===== src/rtl/flow_ctrl_pkg.sv =====
// Shared encodings for the rx flow-control storm limiter: frame classes,
// decision FSM states and default datapath widths.
`timescale 1ns/1ps
package flow_ctrl_pkg;

    localparam int LEN_W_DEF      = 16;
    localparam int ACC_W_DEF      = 32;
    localparam int DROP_CNT_W_DEF = 32;

    typedef enum logic [1:0] {
        CLS_UC  = 2'b00,
        CLS_MC  = 2'b01,
        CLS_BC  = 2'b10,
        CLS_RSV = 2'b11
    } frm_class_t;

    typedef enum logic [1:0] {
        ST_IDLE  = 2'b00,
        ST_CHECK = 2'b01,
        ST_OUT   = 2'b10
    } state_t;

endpackage


===== src/rtl/storm_class_acc.sv =====
// One traffic class of the storm limiter: per-second byte accumulator,
// budget compare, drop counter and snapshot of the last closed window.
`timescale 1ns/1ps
module storm_class_acc
    import flow_ctrl_pkg::*;
#(
    parameter int LEN_W      = LEN_W_DEF,
    parameter int ACC_W      = ACC_W_DEF,
    parameter int DROP_CNT_W = DROP_CNT_W_DEF
) (
    input  logic                  clk,
    input  logic                  rst_n,
    input  logic                  hit,
    input  logic                  check,
    input  logic [LEN_W-1:0]      len,
    input  logic [ACC_W-1:0]      limit,
    input  logic                  tick,
    output logic                  pass,
    output logic [DROP_CNT_W-1:0] drop_cnt,
    output logic [ACC_W-1:0]      last_bytes
);

    logic [ACC_W-1:0] acc;
    logic [ACC_W:0]   base_ext;
    logic [ACC_W:0]   len_ext;
    logic [ACC_W:0]   sum;

    // A tick in the same cycle as the check opens a fresh window, so the
    // frame is judged against an empty accumulator. One extra bit keeps
    // acc + len from wrapping before the compare.
    assign base_ext = tick ? '0 : {1'b0, acc};
    assign len_ext  = {{(ACC_W + 1 - LEN_W){1'b0}}, len};
    assign sum      = base_ext + len_ext;
    assign pass     = (sum <= {1'b0, limit});

    // NOTE: state registers use non-blocking assignments so the tick clear
    // and the later pass update resolve as last-assignment-wins in one edge.
    always_ff @(posedge clk or negedge rst_n) begin
        if (!rst_n) begin
            acc        <= '0;
            drop_cnt   <= '0;
            last_bytes <= '0;
        end else begin
            if (tick) begin
                last_bytes <= acc;
                acc        <= '0;
            end
            if (check && hit) begin
                if (pass) begin
                    acc <= sum[ACC_W-1:0];
                end else begin
                    drop_cnt <= drop_cnt + DROP_CNT_W'(1);
                end
            end
        end
    end

endmodule


===== src/rtl/storm_ctrl_limiter.sv =====
// Per-port broadcast/multicast storm limiter: one forward/drop decision per
// frame descriptor against per-second byte budgets, windows closed by pps.
`timescale 1ns/1ps
module storm_ctrl_limiter
    import flow_ctrl_pkg::*;
#(
    parameter int LEN_W      = LEN_W_DEF,
    parameter int ACC_W      = ACC_W_DEF,
    parameter int DROP_CNT_W = DROP_CNT_W_DEF
) (
    input  logic                  i_clk,
    input  logic                  i_rst_n,
    input  logic                  i_pps_valid,
    output logic                  o_pps_ready,
    input  logic                  i_frm_valid,
    output logic                  o_frm_ready,
    input  logic [LEN_W-1:0]      i_frm_len,
    input  logic [1:0]            i_frm_class,
    output logic                  o_dec_valid,
    input  logic                  i_dec_ready,
    output logic                  o_dec_pass,
    input  logic                  i_limit_en,
    input  logic [ACC_W-1:0]      i_bc_limit,
    input  logic [ACC_W-1:0]      i_mc_limit,
    output logic [DROP_CNT_W-1:0] o_bc_drop_cnt,
    output logic [DROP_CNT_W-1:0] o_mc_drop_cnt,
    output logic [ACC_W-1:0]      o_bc_last_bytes,
    output logic [ACC_W-1:0]      o_mc_last_bytes
);

    state_t           state;
    logic [LEN_W-1:0] len_q;
    frm_class_t       cls_q;
    logic             tick;
    logic             check;
    logic             bc_hit;
    logic             mc_hit;
    logic             bc_pass;
    logic             mc_pass;

    // The tick source holds valid until accepted and is never back-pressured.
    assign o_pps_ready = i_pps_valid;
    assign tick        = i_pps_valid && o_pps_ready;

    assign check  = (state == ST_CHECK);
    assign bc_hit = i_limit_en && (cls_q == CLS_BC);
    assign mc_hit = i_limit_en && (cls_q == CLS_MC);

    storm_class_acc #(
        .LEN_W      (LEN_W),
        .ACC_W      (ACC_W),
        .DROP_CNT_W (DROP_CNT_W)
    ) u_bc_acc (
        .clk        (i_clk),
        .rst_n      (i_rst_n),
        .hit        (bc_hit),
        .check      (check),
        .len        (len_q),
        .limit      (i_bc_limit),
        .tick       (tick),
        .pass       (bc_pass),
        .drop_cnt   (o_bc_drop_cnt),
        .last_bytes (o_bc_last_bytes)
    );

    storm_class_acc #(
        .LEN_W      (LEN_W),
        .ACC_W      (ACC_W),
        .DROP_CNT_W (DROP_CNT_W)
    ) u_mc_acc (
        .clk        (i_clk),
        .rst_n      (i_rst_n),
        .hit        (mc_hit),
        .check      (check),
        .len        (len_q),
        .limit      (i_mc_limit),
        .tick       (tick),
        .pass       (mc_pass),
        .drop_cnt   (o_mc_drop_cnt),
        .last_bytes (o_mc_last_bytes)
    );

    always_ff @(posedge i_clk or negedge i_rst_n) begin
        if (!i_rst_n) begin
            state       <= ST_IDLE;
            len_q       <= '0;
            cls_q       <= CLS_UC;
            o_frm_ready <= 1'b1;
            o_dec_valid <= 1'b0;
            o_dec_pass  <= 1'b0;
        end else begin
            case (state)
                ST_IDLE: begin
                    if (i_frm_valid) begin
                        len_q       <= i_frm_len;
                        cls_q       <= frm_class_t'(i_frm_class);
                        o_frm_ready <= 1'b0;
                        state       <= ST_CHECK;
                    end
                end
                ST_CHECK: begin
                    // Unicast, reserved and limiter-disabled frames always pass.
                    o_dec_valid <= 1'b1;
                    o_dec_pass  <= bc_hit ? bc_pass :
                                   mc_hit ? mc_pass : 1'b1;
                    state       <= ST_OUT;
                end
                ST_OUT: begin
                    if (i_dec_ready) begin
                        o_dec_valid <= 1'b0;
                        o_dec_pass  <= 1'b0;
                        o_frm_ready <= 1'b1;
                        state       <= ST_IDLE;
                    end
                end
                default: begin
                    o_dec_valid <= 1'b0;
                    o_dec_pass  <= 1'b0;
                    o_frm_ready <= 1'b1;
                    state       <= ST_IDLE;
                end
            endcase
        end
    end

endmodule


===== config.mk =====
export PLATFORM = sky130hd
export DESIGN_NAME = storm_ctrl_limiter
export DESIGN_NICKNAME = d
export VERILOG_FILES = /design/src/rtl/flow_ctrl_pkg.sv /design/src/rtl/storm_class_acc.sv /design/src/rtl/storm_ctrl_limiter.sv
export SDC_FILE = /design/constraint.sdc
export NUM_CORES = 1
export LEC_CHECK = 0
export BUFFER_PORTS_ARGS = -buffer_cell sky130_fd_sc_hd__buf_4
export CAP_MARGIN = 10
export CORE_ASPECT_RATIO = 0.75
export CORE_MARGIN = 5
export CORE_UTILIZATION = 37
export CTS_BUF_LIST = sky130_fd_sc_hd__clkbuf_4
export DETAILED_ROUTE_END_ITERATION = 6
export REMOVE_ABC_BUFFERS = 1
export SLEW_MARGIN = 20
export SYNTH_ARGS = -nofsm -noshare
export SYNTH_HDL_FRONTEND = slang
export SYNTH_HIERARCHICAL = 1
export SYNTH_SLANG_ARGS = --single-unit

===== constraint.sdc =====
create_clock -name i_clk -period 13.71 [get_ports i_clk]
set_clock_uncertainty 0.15 [all_clocks]
set_input_delay 0.6855 -clock i_clk [delete_from_list [all_inputs] [get_ports i_clk]]
set_output_delay 0.6855 -clock i_clk [all_outputs]
set_load 0.01 [all_outputs]

==> results_dict.tcl <==
set metrics [dict create \
    postCtsSetupBuffers 0 \
    power_switching_uw 650 \
    rsz0062_at_grt "false" \
    syn_area_per_cell_um2 10.1 \
    yosysTopAreaCell "dfrtp_1" \
    worst_pin_slew_ns 1.03 \
    ys.flop_type "dfrtp_1" \
    arrival_ns 7.06 \
    core_um2 35700 \
    ir_worst_vdd_mv 0.0569 \
    hold_buffers 17 \
    drt_iter0_markers 615 \
    nets 1761 \
    cts-root-buf "clkbuf_4" \
    hold_class "input pin to flip-flop" \
    cts_tree "built" \
    overflow 0 \
    maxCapViolCount 0 \
    setup_viol_count_final 0 \
    drc 0 \
    status "finished, final reports clean" \
    synth_area_um2 13300 \
    initial_core_util 0.373 \
    num_vias 10600 \
    cts_resized 0 \
    postSynthCellCount 1314 \
    wl_um 36000 \
    numCtsBuffers 59 \
    wl_per_cell_um 17.3 \
    async_reset_ff_frac 1.00 \
    slew_headroom 0.310 \
    gp_congestion 0.894 \
    yosys.area.top_type_share 0.402 \
    clock_latency_ns 0.71 \
    min_period_ns 6.63 \
    worstPathRequired_ns 14.14 \
    seqPwrFrac 0.392 \
    place.port_buffers 219 \
    yosysMostFrequentCell "dfrtp_1" \
    power_frac_clock 0.303 \
    fin_setup_tns_ns 0 \
    synth_common_cells "214 x dfrtp_1, 108 x mux2_2, 98 x ha_1, 91 x inv_1, 81 x xnor2_1" \
    yosys-top-cells-area "dfrtp_1 40%, ha_1 9.2%, mux2_2 9.1%" \
    antenna_found_initial 1 \
    fp.dieH_um 174 \
    place_inst 1960 \
    critPathLaunchType "input pin" \
    synth.distinct_cells 72 \
    cp-end-kind "flip-flop" \
    hold_violations 0 \
    fin_cells 2078 \
    dr.pass1.iters 5 \
    worst_setup_hold_path_clk_slew_ns 0.07 \
    max_freq_ghz 0.151 \
    sw_frac_of_total 0.340 \
    final_antenna_net_count 0 \
    p_comb_frac 0.306 \
    grt_pass1_vias 10600 \
    p_leak_uw 0.00825 \
    grtUsageTotal 0.176 \
    p_per_area_nw_per_um2 118 \
    cts_buffer_depth 3 \
    crit_type "input pin to flip-flop" \
    cp_max_fo 49 \
    worst_slack_ns 7.08 \
    h-tree-depth 2 \
    fp.dieW_um 229 \
    dieArea_um2 39900 \
    cts.sinks 215 \
    yosysWarnings 6 \
    report.final.slew_viol_count 0 \
    drive_gt1_frac 0.286 \
    ys_seq_area_frac 0.404 \
    p_int_uw 1260 \
    synth.ff_latch_count 215 \
    area_growth_syn_to_layout_pct 22.1 \
    vias_per_cell 5.12 \
    hpwl_um 26600 \
    grt_start_max_net_pins 77 \
    io_pins 220 \
    finalCritPeriodShare 0.483 \
    pre_cts_slack_ns 6.46 \
    grt_pass1_wl_um 57700 \
    num_rows 60 \
    synth_edf_count 0 \
]
power groups by stage:
stage                     Clock (uW)  Combinational, uW  Sequential [uW]
after floorplan                    0                397              745
after global placement             0                567              761
after detailed placement           0                577              761
after CTS                        608                585              750
after global routing             643                654              756
final                            579                584              748
layout make-up:
type | instances | area (um2)
Clock buffer | 94 | 706
Fill cell | 3376 | 19400
Tap cell | 465 | 582
Timing Repair Buffer | 244 | 1880
Inverter | 92 | 348
Sequential cell | 215 | 5380
Antenna cell | 1 | 2.50
Multi-Input combinational cell | 961 | 7320
Clock inverter | 6 | 27.5
cell families (layout without fill, tap and decap cells):
logic type / count (synthesis) / count (layout) / share of synthesized area
simple gates: 429 / 429 / 0.175
flops: 215 / 215 / 0.404
compound gates: 175 / 175 / 0.0856
buf+inv: 138 / 436 / 0.0461
xor+xnor: 136 / 136 / 0.0895
mux: 121 / 121 / 0.105
fa+ha+maj: 100 / 100 / 0.0951
other cells: 0 / 1 / 0
state kept, by name, indices dropped and copies added (netlist names):
name / cells
state: 2
len_q: 16
o_dec_valid: 1
u_bc_acc/last_bytes: 32
u_mc_acc/drop_cnt: 32
o_dec_pass: 1
o_frm_ready: 1
cls_q: 2
u_bc_acc/acc: 32
u_mc_acc/acc: 32
u_bc_acc/drop_cnt: 32
u_mc_acc/last_bytes: 32
routing by layer:
| metal | share of wire | track usage | vias up |
|---|---|---|---|
| met5 | 0 | 0 | - |
| met4 | 0.024 | 0.0538 | 0 |
| met3 | 0.063 | 0.0457 | 64 |
| met2 | 0.43 | 0.260 | 301 |
| met1 | 0.48 | 0.254 | 5079 |
| li1 | - | - | 5194 |
final timing paths:
kind | from | to | slack, ns | cells past startpoint
worst max-delay path | i_pps_valid | u_bc_acc/drop_cnt[1] | 7.08 | 20
worst min-delay path | i_frm_len[2] | len_q[2] | 0.1 | 2
worst max register to register | u_bc_acc/acc[0] | u_bc_acc/drop_cnt[1] | 7.54 | 19
worst min register to register | u_mc_acc/drop_cnt[31] | u_mc_acc/drop_cnt[31] | 0.32 | 1
max in group asynchronous | i_rst_n | u_mc_acc/acc[12] | 11.59 | 3
min in group asynchronous | i_rst_n | u_mc_acc/last_bytes[21] | 0.39 | 2
stage by stage:
stage          utilization  area (um2)  power (uW)  hold slack [ns]
4_1_cts              0.456       16200        1940          0.00106
6_report             0.456       16200        1910           0.0979
3_5_place_dp         0.430       15300        1340            0.309
3_3_place_gp         0.430       15300        1330            0.310
2_1_floorplan            -       13000        1140            0.240
5_1_grt              0.456       16200        2050           0.0250
placed cells by master (no fill, tap or decap), types with 5 or more instances in the layout:
cell           count
and2_1            11
and3_1            16
xnor2_1           81
mux2_2           108
a31oi_1            6
mux2_4             9
xor2_1            55
nor2_1            78
nand4_1           41
or4_1              6
a211o_1            5
nand2_1           76
o211ai_1          11
a21o_1            18
a211oi_1          10
nand3_1           62
a21oi_1           59
nor2b_1           48
nor3_1            27
nand2b_1          12
buf_4            226
dfrtp_1          214
nor4_2             7
ha_1              98
o31ai_1            8
and4_1             6
nor4_1            15
clkbuf_4          94
dlygate4sd3_1     17
o21ai_0           27
o21a_1             5
inv_1             91
worst max-delay path, stage by stage:
cell and delay, ns:
buf_4 0.26, buf_4 0.37, inv_1 0.35, nand2_1 0.17, fa_1 0.46, nand2b_1 0.19
a21o_1 0.22, a211o_1 0.31, nor3b_1 0.17, o21ai_1 0.27, nor3b_1 0.37, xnor2_1 0.17
nor2_1 0.08, ha_1 0.37, nand4_1 0.19, nor4_2 0.53, o41ai_1 0.16, a21oi_1 0.55
o21ba_2 0.71, mux2_2 0.41
Power figures use the tool's default switching activity.
